**config.mk**
```make
export PLATFORM = sky130hd
export DESIGN_NAME = vga_text_writer_flat
export DESIGN_NICKNAME = d
export VERILOG_FILES = /design/src/rtl/vga_text_writer_if.sv /design/src/rtl/vga_text_writer.sv /design/src/flat_wrapper.sv
export SDC_FILE = /design/constraint.sdc
export NUM_CORES = 1
export LEC_CHECK = 0
export ABC_AREA = 1
export CORE_MARGIN = 2
export CORE_UTILIZATION = 55
export DETAILED_ROUTE_END_ITERATION = 10
export PLACE_DENSITY = 0.86
export RECOVER_POWER = 25
export SLEW_MARGIN = 0
export SYNTH_ARGS = -nofsm -noshare
export SYNTH_HDL_FRONTEND = slang
export SYNTH_SLANG_ARGS = --single-unit
export TNS_END_PERCENT = 5
```
**constraint.sdc**
```tcl
create_clock -name clk -period 6.5 [get_ports clk]
set_clock_uncertainty 0.05 [all_clocks]
set_input_delay 1.95 -clock clk [delete_from_list [all_inputs] [get_ports clk]]
set_output_delay 1.95 -clock clk [all_outputs]
set_load 0.02 [all_outputs]
```
**src/rtl/vga_text_writer_if.sv**
```systemverilog
// Byte-stream and VRAM-write bundle for vga_text_writer.
// The master side feeds characters/clears and watches the VRAM port and cursor;
// the slave side is the text writer itself.
interface vga_text_writer_if #(
    parameter int AW = 11
);
    logic          char_valid;
    logic [7:0]    char_data;
    logic          char_ready;
    logic [7:0]    attr;
    logic          clear_req;
    logic [AW-1:0] vram_waddr;
    logic [15:0]   vram_wdata;
    logic          vram_we;
    logic [5:0]    cursor_x;
    logic [4:0]    cursor_y;

    modport master (
        output char_valid, char_data, attr, clear_req,
        input  char_ready, vram_waddr, vram_wdata, vram_we, cursor_x, cursor_y
    );

    modport slave (
        input  char_valid, char_data, attr, clear_req,
        output char_ready, vram_waddr, vram_wdata, vram_we, cursor_x, cursor_y
    );
endinterface

```
**src/rtl/vga_text_writer.sv**
```systemverilog
// Character-stream front end for the 40x30 text display.
// Accepts bytes over valid/ready, keeps a cursor, interprets CR/LF/BS and
// drives the VRAM write port with {attr,char} cells, one cell per cycle.
// The screen is a circular buffer: a row advance wraps and blanks the new row.
module vga_text_writer #(
    parameter int         COLS  = 40,
    parameter int         ROWS  = 30,
    parameter int         AW    = 11,
    parameter logic [7:0] BLANK = 8'h20
) (
    input logic              clk,
    input logic              rst_n,
    vga_text_writer_if.slave bus
);

    localparam int            CELLS        = COLS * ROWS;
    localparam logic [AW-1:0] LAST_CELL    = AW'(CELLS - 1);
    localparam logic [AW-1:0] LAST_COL_CNT = AW'(COLS - 1);
    localparam logic [AW-1:0] ROW_STEP     = AW'(COLS);
    localparam logic [5:0]    LAST_X       = 6'(COLS - 1);
    localparam logic [4:0]    LAST_Y       = 5'(ROWS - 1);

    localparam logic [7:0] CH_BS = 8'h08;
    localparam logic [7:0] CH_LF = 8'h0A;
    localparam logic [7:0] CH_CR = 8'h0D;

    typedef enum logic [1:0] {
        CLR_ALL,
        IDLE,
        CLR_ROW
    } state_t;

    state_t        state_q, state_d;
    logic [AW-1:0] clr_cnt_q, clr_cnt_d;      // position inside the running clear
    logic [AW-1:0] row_base_q, row_base_d;    // y * COLS, kept incrementally
    logic [5:0]    x_q, x_d;
    logic [4:0]    y_q, y_d;
    logic [7:0]    attr_q, attr_d;            // attribute used by clear engines
    logic          attr_load_q, attr_load_d;  // first clear after reset takes live attr
    logic          we_q, we_d;
    logic [AW-1:0] waddr_q, waddr_d;
    logic [15:0]   wdata_q, wdata_d;

    logic          take_clear;
    logic          take_char;
    logic          row_advance;
    logic [7:0]    clr_attr;

    // The reset-time clear has no earlier clear_req to sample attr from, so
    // its first cell uses the live input and latches it for the rest.
    assign clr_attr = attr_load_q ? bus.attr : attr_q;

    // clear_req wins over a character offered in the same idle cycle.
    assign take_clear = (state_q == IDLE) && bus.clear_req;
    assign take_char  = (state_q == IDLE) && !bus.clear_req && bus.char_valid;

    // Next-state, cursor and VRAM-port values for the clears and the character handler.
    always_comb begin
        // NOTE: every variable written here gets a default first, so no path infers a latch.
        state_d     = state_q;
        clr_cnt_d   = clr_cnt_q;
        row_base_d  = row_base_q;
        x_d         = x_q;
        y_d         = y_q;
        attr_d      = attr_q;
        attr_load_d = 1'b0;
        we_d        = 1'b0;
        waddr_d     = waddr_q;
        wdata_d     = wdata_q;
        row_advance = 1'b0;

        unique case (state_q)
            CLR_ALL: begin
                we_d    = 1'b1;
                waddr_d = clr_cnt_q;
                wdata_d = {clr_attr, BLANK};
                attr_d  = clr_attr;
                if (clr_cnt_q == LAST_CELL) begin
                    clr_cnt_d  = '0;
                    x_d        = '0;
                    y_d        = '0;
                    row_base_d = '0;
                    state_d    = IDLE;
                end else begin
                    clr_cnt_d = clr_cnt_q + 1'b1;
                end
            end

            CLR_ROW: begin
                we_d    = 1'b1;
                waddr_d = row_base_q + clr_cnt_q;
                wdata_d = {attr_q, BLANK};
                if (clr_cnt_q == LAST_COL_CNT) begin
                    clr_cnt_d = '0;
                    state_d   = IDLE;
                end else begin
                    clr_cnt_d = clr_cnt_q + 1'b1;
                end
            end

            IDLE: begin
                if (take_clear) begin
                    attr_d    = bus.attr;
                    clr_cnt_d = '0;
                    state_d   = CLR_ALL;
                end else if (take_char) begin
                    case (bus.char_data)
                        CH_CR: begin
                            x_d = '0;
                        end

                        CH_LF: begin
                            x_d         = '0;
                            row_advance = 1'b1;
                        end

                        CH_BS: begin
                            // Backspace at column 0 does nothing at all.
                            if (x_q != '0) begin
                                x_d     = x_q - 1'b1;
                                we_d    = 1'b1;
                                waddr_d = row_base_q + AW'(x_q - 1'b1);
                                wdata_d = {bus.attr, BLANK};
                            end
                        end

                        default: begin
                            we_d    = 1'b1;
                            waddr_d = row_base_q + AW'(x_q);
                            wdata_d = {bus.attr, bus.char_data};
                            if (x_q == LAST_X) begin
                                x_d         = '0;
                                row_advance = 1'b1;
                            end else begin
                                x_d = x_q + 1'b1;
                            end
                        end
                    endcase

                    // A new row is always blanked before the next character lands.
                    if (row_advance) begin
                        attr_d    = bus.attr;
                        clr_cnt_d = '0;
                        state_d   = CLR_ROW;
                        if (y_q == LAST_Y) begin
                            y_d        = '0;
                            row_base_d = '0;
                        end else begin
                            y_d        = y_q + 1'b1;
                            row_base_d = row_base_q + ROW_STEP;
                        end
                    end
                end
            end

            default: begin
                clr_cnt_d = '0;
                state_d   = CLR_ALL;
            end
        endcase
    end

    // State, cursor and output registers; reset restarts the full-screen clear from cell 0.
    always_ff @(posedge clk or negedge rst_n) begin
        if (!rst_n) begin
            state_q     <= CLR_ALL;
            clr_cnt_q   <= '0;
            row_base_q  <= '0;
            x_q         <= '0;
            y_q         <= '0;
            attr_q      <= '0;
            attr_load_q <= 1'b1;
            we_q        <= 1'b0;
            waddr_q     <= '0;
            wdata_q     <= '0;
        end else begin
            // NOTE: non-blocking assignments so every register updates from pre-edge values.
            state_q     <= state_d;
            clr_cnt_q   <= clr_cnt_d;
            row_base_q  <= row_base_d;
            x_q         <= x_d;
            y_q         <= y_d;
            attr_q      <= attr_d;
            attr_load_q <= attr_load_d;
            we_q        <= we_d;
            waddr_q     <= waddr_d;
            wdata_q     <= wdata_d;
        end
    end

    assign bus.char_ready = (state_q == IDLE);
    assign bus.vram_we    = we_q;
    assign bus.vram_waddr = waddr_q;
    assign bus.vram_wdata = wdata_q;
    assign bus.cursor_x   = x_q;
    assign bus.cursor_y   = y_q;

endmodule

```
**src/flat_wrapper.sv**
```systemverilog
// flat-port wrapper written by rule: the top's interface ports become plain ports
module vga_text_writer_flat 
#(
    parameter int         COLS  = 40,
    parameter int         ROWS  = 30,
    parameter int         AW    = 11,
    parameter logic [7:0] BLANK = 8'h20
)
  (clk, rst_n, bus_char_valid, bus_char_data, bus_attr, bus_clear_req, bus_char_ready, bus_vram_waddr, bus_vram_wdata, bus_vram_we, bus_cursor_x, bus_cursor_y);
  vga_text_writer_if #(.AW(AW)) bus_i ();
  input logic clk;
  input logic rst_n;
  input wire logic [$bits(bus_i.char_valid)-1:0] bus_char_valid;
  input wire logic [$bits(bus_i.char_data)-1:0] bus_char_data;
  input wire logic [$bits(bus_i.attr)-1:0] bus_attr;
  input wire logic [$bits(bus_i.clear_req)-1:0] bus_clear_req;
  output wire logic [$bits(bus_i.char_ready)-1:0] bus_char_ready;
  output wire logic [$bits(bus_i.vram_waddr)-1:0] bus_vram_waddr;
  output wire logic [$bits(bus_i.vram_wdata)-1:0] bus_vram_wdata;
  output wire logic [$bits(bus_i.vram_we)-1:0] bus_vram_we;
  output wire logic [$bits(bus_i.cursor_x)-1:0] bus_cursor_x;
  output wire logic [$bits(bus_i.cursor_y)-1:0] bus_cursor_y;
  assign bus_i.char_valid = bus_char_valid;
  assign bus_i.char_data = bus_char_data;
  assign bus_i.attr = bus_attr;
  assign bus_i.clear_req = bus_clear_req;
  assign bus_char_ready = bus_i.char_ready;
  assign bus_vram_waddr = bus_i.vram_waddr;
  assign bus_vram_wdata = bus_i.vram_wdata;
  assign bus_vram_we = bus_i.vram_we;
  assign bus_cursor_x = bus_i.cursor_x;
  assign bus_cursor_y = bus_i.cursor_y;
  vga_text_writer #(.COLS(COLS), .ROWS(ROWS), .AW(AW), .BLANK(BLANK)) u_core (.clk(clk), .rst_n(rst_n), .bus(bus_i));
endmodule
```
==> impl_metrics.json, run 1 <==
{
  "grt_pass1_vias": 4370,
  "hold_path_class": "register to register",
  "track_usage_pct": 26.9,
  "rrSetupSlack_ns": 3.50,
  "nNetsFinal": 741,
  "finalHoldViolCount": 0,
  "slowest_delay_ns": 0.53,
  "use_met2_pct": 43.0,
  "wl_per_cell_um": 14.8,
  "slew_viol_final": 0,
  "crit_type": "input pin to register",
  "switching_power_mw": 1.22,
  "dp_hpwl_um": 8600,
  "dr.first_iter.drc_count": 319,
  "min_period_over_period_pct": 65.4,
  "grt_antenna_before_repair": 0,
  "area.growth.synth_to_final_pct": 17.7,
  "design_area_sq_um": 5580,
  "synth.net_count": 686,
  "cts_resized": 0,
  "holdPathStages": 2,
  "path_clk_slew_ns": 0.08,
  "coreArea_sq_um": 8300,
  "gp_congestion": 0.924,
  "peakVddDrop_mv": 0.264,
  "synth_edf_count": 0,
  "cp_max_fo": 10,
  "sw_frac_of_total_pct": 48.7,
  "syn_inst": 647,
  "synth_ff_type": "dfrtp_1",
  "start_util_pct": 57.2,
  "grt.met3_usage_pct": 5.06,
  "hold_buffers": 0,
  "busiest_layer": "met2",
  "leakage_nw": 2.70,
  "power.density_nw_per_um2": 450,
  "worstMarginPinSlew_ns": 0.890,
  "htree_levels": 3,
  "max_slew_margin_pct": 40.7,
  "period_needed_ns": 4.25,
  "layout.cells.most_common": "nand2_1",
  "async_reset_ff_share_pct": 100,
  "worst_ep_arrival_time_ns": 4.45,
  "timing.rr.start": "u_core.state_q[1]$_DFFE_PN0P_",
  "grt-ovfl-total": 0,
  "avgSynthCellArea_sq_um": 7.33,
  "rsz0062_at_grt": "false",
  "ys_types": 45,
  "dieArea_sq_um": 9380,
  "first_pass_iters": 6,
  "drv_cap": 0,
  "num_vias": 4571,
  "final_cell_mix": "nand2_1, inv_1, dfrtp_1",
  "outcome": "complete, no violations",
  "die_x_um": 96.9,
  "worstSetupStartpoint": "bus_char_data[3]",
  "power_frac_seq_pct": 27.1,
  "grt_pass1_wl_um": 20900,
  "critPathSlowestCell": "clkdlybuf4s50_1",
  "routed_via_density": 5.63,
  "power.clock.fraction_pct": 14.5,
  "port_buffers": 59,
  "drc": 0,
  "crit_top_cell": "nand2_1",
  "cts_made_buffers": 9,
  "combPwrFrac_pct": 58.3,
  "clockRootBuffer": "clkbuf_8",
  "cellInternalPower_mw": 1.29,
  "ios": 60,
  "placed_area_sq_um": 5380,
  "fmax_ghz": 0.235,
  "grt_max_degree": 70,
  "row_count": 33,
  "grt_use_met1_pct": 36.5,
  "timing.hold.ws_ns": 0.433,
  "dpl.cell_count": 796,
  "post-route-util_pct": 67.3,
  "fin_tns_setup_ns": 0,
  "yosysWarnings": 0,
  "start_kind": "input pin",
  "cts_setup_buffers": 0,
  "wirelength_um": 12000,
  "setup-violations-final": 0,
  "num_antenna_cells": 0,
  "ys_seq_area_share_pct": 36.4,
  "hold_end": "u_core.bus.vram_wdata[9]$_DFFE_PN0P_",
  "clock-sinks": 69,
  "drive_gt1_share_pct": 9.48,
  "clk_latency_ns": 0.36,
  "cp-end-kind": "register",
  "worstPathRequired_ns": 6.70,
  "netlist_area_sq_um": 4740,
  "finalNonFillerCells": 812,
  "cts_buffer_depth": 2,
  "cts_tree": "done",
  "die_h_um": 96.9,
  "ant_nets": 0,
  "crit_chain": "clkdlybuf4s50_1 > nand2_1 > nor2_2 > nand2_4 > nor2_1 > nor2_1 > a22oi_1 > ha_1 > a21oi_1 > inv_1 > nand2_1 > nand2_1 > nand2_1 > nand3_1 > nand3_1 > nand3_1 > nand2_1 > nand2_1",
  "reg2reg_depth": 10,
  "synth-seq-cells": 69,
  "reg2reg_to": "u_core.bus.vram_waddr[3]$_DFFE_PN0P_",
  "worstHoldStart": "u_core.bus.vram_wdata[9]$_DFFE_PN0P_"
}
-- area by class of cell --
type / count / area (sq um)
sequential: 69 / 1730
clock inverter: 5 / 60.1
clock buffer: 11 / 141
fill: 710 / 2720
tap: 105 / 131
inverter: 75 / 282
multi-input combinational: 486 / 2640
timing repair buffer: 61 / 601
-- logic make-up (layout without fill, tap and decap cells) --
family / count (synthesis) / in the layout / synth area share (%)
and+or+nand+nor: 316 / 316 / 31.3
buffers and inverters: 92 / 152 / 7.94
xor gates and xnor gates: 10 / 10 / 1.85
adders and majority gates: 19 / 19 / 5.01
other: 1 / 1 / 0.0791
DFF: 69 / 69 / 36.4
muxes: 2 / 2 / 0.422
AOI/OAI and AO/OA: 138 / 138 / 17.0
-- sequential cells by signal, indices dropped and copies added, names as in the netlist --
| name | count |
|---|---|
| u_core.row_base_q | 8 |
| u_core.attr_q | 8 |
| u_core.bus.cursor_x | 6 |
| u_core.bus.vram_wdata | 16 |
| u_core.state_q | 2 |
| u_core.attr_load_q | 1 |
| u_core.clr_cnt_q | 11 |
| u_core.bus.cursor_y | 5 |
| u_core.bus.vram_waddr | 11 |
| u_core.bus.vram_we | 1 |
-- synthesized netlist by cell type (5+ instances only) --
cell type,count,area (sq um)
a21oi_1,40,200
buf_2,7,35.0
clkbuf_1,5,18.8
dfrtp_1,68,1700
ha_1,19,238
inv_1,68,255
inv_2,7,26.3
nand2_1,168,631
nand2_4,6,67.6
nand3_1,36,180
nand4_1,13,81.3
nor2_1,57,214
nor2_2,5,31.3
nor3_1,9,45.0
o21a_1,8,60.1
o21ai_0,46,230
o21ai_1,14,70.1
o21ai_2,13,114
xor2_1,7,61.3
-- how the worst max path moves through the flow --
stage	endpoint	slack (ns)
detailed placement	u_core.bus.vram_waddr[10]$_DFFE_PN0P_	1.90
CTS	u_core.bus.vram_waddr[10]$_DFFE_PN0P_	2.28
global route	u_core.bus.vram_waddr[10]$_DFFE_PN0P_	1.97
global placement	u_core.bus.vram_waddr[10]$_DFFE_PN0P_	1.99
floorplan	u_core.bus.vram_waddr[10]$_DFFE_PN0P_	2.67
finish	u_core.bus.vram_waddr[10]$_DFFE_PN0P_	2.25
-- power groups by stage --
stage	Clock [mW]	Sequential (mW)	Combinational, mW
2_1_floorplan	0	0.765	0.957
3_3_place_gp	0	0.679	1.42
3_5_place_dp	0	0.687	1.45
4_1_cts	0.373	0.681	1.46
5_1_grt	0.394	0.700	1.64
6_report	0.366	0.682	1.47
-- through the flow --
stage / power [mW] / worst slack (ns)
5_1_grt: 2.74 / 1.97
6_report: 2.51 / 2.25
4_1_cts: 2.52 / 2.28
3_5_place_dp: 2.14 / 1.90
2_1_floorplan: 1.72 / 2.67
3_3_place_gp: 2.10 / 1.99
-- worst max-delay path: cells and delay by family --
family / cells / cell delay (ns)
AND/OR/NAND/NOR: 13 / 1.21
adder cells (fa/ha/maj): 1 / 0.28
AO/OA/AOI/OAI: 2 / 0.40
buffers and inverters: 2 / 0.61
-- metal layers --
| layer | vias up | routed length (um) |
|---|---|---|
| li1 | 2236 | - |
| met1 | 2152 | 5400 |
| met2 | 159 | 5670 |
| met3 | 24 | 688 |
| met4 | 0 | 247 |
| met5 | - | 0 |
Power figures use the tool's default switching activity.
==> run 2, diff against run 1 <==
--- a/config.mk
+++ b/config.mk
@@ -7,9 +7,9 @@
 export LEC_CHECK = 0
 export ABC_AREA = 1
 export CORE_MARGIN = 2
-export CORE_UTILIZATION = 55
+export CORE_UTILIZATION = 51
 export DETAILED_ROUTE_END_ITERATION = 10
-export PLACE_DENSITY = 0.86
+export PLACE_DENSITY = 0.84
 export RECOVER_POWER = 25
 export SLEW_MARGIN = 0
 export SYNTH_ARGS = -nofsm -noshare
==> constraint.sdc (replaced) <==
create_clock -name clk -period 3.57 [get_ports clk]
set_clock_uncertainty 0.05 [all_clocks]
set_input_delay 1.071 -clock clk [delete_from_list [all_inputs] [get_ports clk]]
set_output_delay 1.071 -clock clk [all_outputs]
set_load 0.02 [all_outputs]
==> run 2 against run 1 <==
The run now ends with max-capacitance violations, max-slew violations left; combinational power increased by 84%; power increased by 87%; critical path depth unchanged; largest cell class unchanged.
==> impl_metrics.json, run 2 (same netlist as run 1, synthesis figures left out) <==
{
  "worstSetupStartpoint": "bus_char_data[7]",
  "final_cell_mix": "nand2_1, inv_1, dfrtp_1",
  "cp-end-kind": "register",
  "wl_per_cell_um": 14.7,
  "slew_viol_final": 35,
  "leakage_nw": 2.76,
  "crit_chain": "clkdlybuf4s50_1 > nor2_1 > nand2_2 > inv_2 > nand2_4 > nor2_1 > nor2_1 > a22oi_1 > ha_1 > a21oi_1 > inv_1 > nand2_1 > nand2_1 > nand2_1 > nand2_1 > nand2_1 > nand3_1 > a21oi_1",
  "die_x_um": 100,
  "wirelength_um": 12200,
  "port_buffers": 59,
  "cp_max_fo": 4,
  "power.clock.fraction_pct": 15.8,
  "cts_made_buffers": 9,
  "peakVddDrop_mv": 0.376,
  "first_pass_iters": 5,
  "grt_pass1_wl_um": 20700,
  "ant_nets": 0,
  "layout.cells.most_common": "nand2_1",
  "drv_cap": 1,
  "row_count": 35,
  "num_vias": 4628,
  "fin_tns_setup_ns": 0,
  "nNetsFinal": 752,
  "htree_levels": 3,
  "track_usage_pct": 25.7,
  "dp_hpwl_um": 9050,
  "crit_top_cell": "nand2_1",
  "violations": "max-capacitance violations, max-slew violations",
  "worstHoldStart": "u_core.bus.vram_waddr[1]$_DFFE_PN0P_",
  "grt-ovfl-total": 0,
  "cts_resized": 0,
  "grt_max_degree": 37,
  "min_period_over_period_pct": 90.8,
  "timing.rr.start": "u_core.bus.cursor_x[0]$_DFFE_PN0P_",
  "cellInternalPower_mw": 2.46,
  "largest_reg_flops": 16,
  "dieArea_sq_um": 10100,
  "slowest_delay_ns": 0.43,
  "area.growth.synth_to_final_pct": 20.0,
  "rsz0062_at_grt": "false",
  "worst_ep_arrival_time_ns": 3.48,
  "clockRootBuffer": "clkbuf_8",
  "combPwrFrac_pct": 57.8,
  "switching_power_mw": 2.24,
  "gp_congestion": 0.903,
  "start_kind": "input pin",
  "routed_via_density": 5.58,
  "seq_area_sq_um": 1730,
  "post-route-util_pct": 62.2,
  "clock-sinks": 69,
  "cts_buffer_depth": 2,
  "fillerInstances": 801,
  "cts_setup_buffers": 0,
  "period_needed_ns": 3.24,
  "cts_tree": "done",
  "drc": 0,
  "ios": 60,
  "hold_buffers": 0,
  "dr.first_iter.drc_count": 377,
  "critPathSlowestCell": "clkdlybuf4s50_1",
  "worstMarginPinSlew_ns": 1.93,
  "max_slew_margin_pct": -28.9,
  "drive_gt1_share_pct": 10.7,
  "outcome": "finished, violations left",
  "die_h_um": 100,
  "clk_latency_ns": 0.36,
  "finalHoldViolCount": 0,
  "crit_type": "input pin to register",
  "path_delay_family": "simple AND/OR/NAND/NOR gates",
  "grt_antenna_before_repair": 0,
  "multi_input_area_sq_um": 2640,
  "total_power_mw": 4.70,
  "sw_frac_of_total_pct": 47.6,
  "path_clk_slew_ns": 0.08,
  "coreArea_sq_um": 9150,
  "hold_path_class": "register to register",
  "power.density_nw_per_um2": 825,
  "worstPathRequired_ns": 3.80,
  "start_util_pct": 51.8,
  "design_area_sq_um": 5690,
  "fmax_ghz": 0.309,
  "power_frac_seq_pct": 26.4,
  "grt_pass1_vias": 4467,
  "placed_area_sq_um": 5480,
  "num_antenna_cells": 0,
  "path_buf_inv": 3,
  "setup-violations-final": 0
}
-- run 2: through the flow --
stage | hold slack, ns | worst slack [ns] | std cells
floorplan | 0.422 | 0.620 | 647
global placement | 0.411 | 0.0373 | 813
detailed placement | 0.416 | -0.0135 | 813
CTS | 0.439 | 0.362 | 829
global route | 0.472 | 0.0172 | 829
finish | 0.434 | 0.329 | 829
-- run 2: layout make-up --
class | count | share of cell area [%]
multi-input cells | 486 | 46.4
clock inverters | 5 | 1.49
well taps | 111 | 2.44
clock buffers | 11 | 2.48
inverters | 75 | 4.95
repair buffers | 72 | 11.9
flip-flops and latches | 69 | 30.4
-- run 2: final timing paths --
| check | slack, ns | endpoint | cells past startpoint |
|---|---|---|---|
| max | 0.33 | u_core.bus.vram_waddr[7]$_DFFE_PN0P_ | 18 |
| min | 0.43 | u_core.bus.vram_waddr[1]$_DFFE_PN0P_ | 2 |
| max reg2reg | 0.75 | u_core.bus.vram_waddr[7]$_DFFE_PN0P_ | 17 |
| min reg2reg | 0.43 | u_core.bus.vram_waddr[1]$_DFFE_PN0P_ | 2 |
| max in group asynchronous | 0.52 | u_core.bus.vram_wdata[2]$_DFFE_PN0P_ | 2 |
| min in group asynchronous | 1.19 | u_core.bus.vram_wdata[11]$_DFFE_PN0P_ | 1 |
-- run 2: worst register-to-register path: cells and delay by family (launching register included) --
kind,cells,cell delay (ns)
compound gates,3,0.49
simple gates,9,0.82
buf+inv,2,0.30
xor+xnor,1,0.15
fa+ha+maj,2,0.52
flops,1,0.43
-- run 2: power groups by stage --
stage	sequential, mW	combinational (mW)	clock, mW
global route	1.27	3.01	0.790
detailed placement	1.25	2.70	0
finish	1.24	2.71	0.741
floorplan	1.39	1.74	0
CTS	1.24	2.71	0.755
global placement	1.24	2.64	0
-- run 2: metal layers --
metal  share of wire, %  global-route usage (%)
met1                 45                    34.2
met2                 47                    42.3
met3                5.3                    3.97
met4                2.2                    9.69
met5                  0                       0
==> run 3, diff against run 2 <==
--- a/config.mk
+++ b/config.mk
@@ -15,4 +15,4 @@
 export SYNTH_ARGS = -nofsm -noshare
 export SYNTH_HDL_FRONTEND = slang
 export SYNTH_SLANG_ARGS = --single-unit
-export TNS_END_PERCENT = 5
+export TNS_END_PERCENT = 50
==> results of run 3 <==
Same layout as run 2: the final DEF is identical, and so are final timing and power.
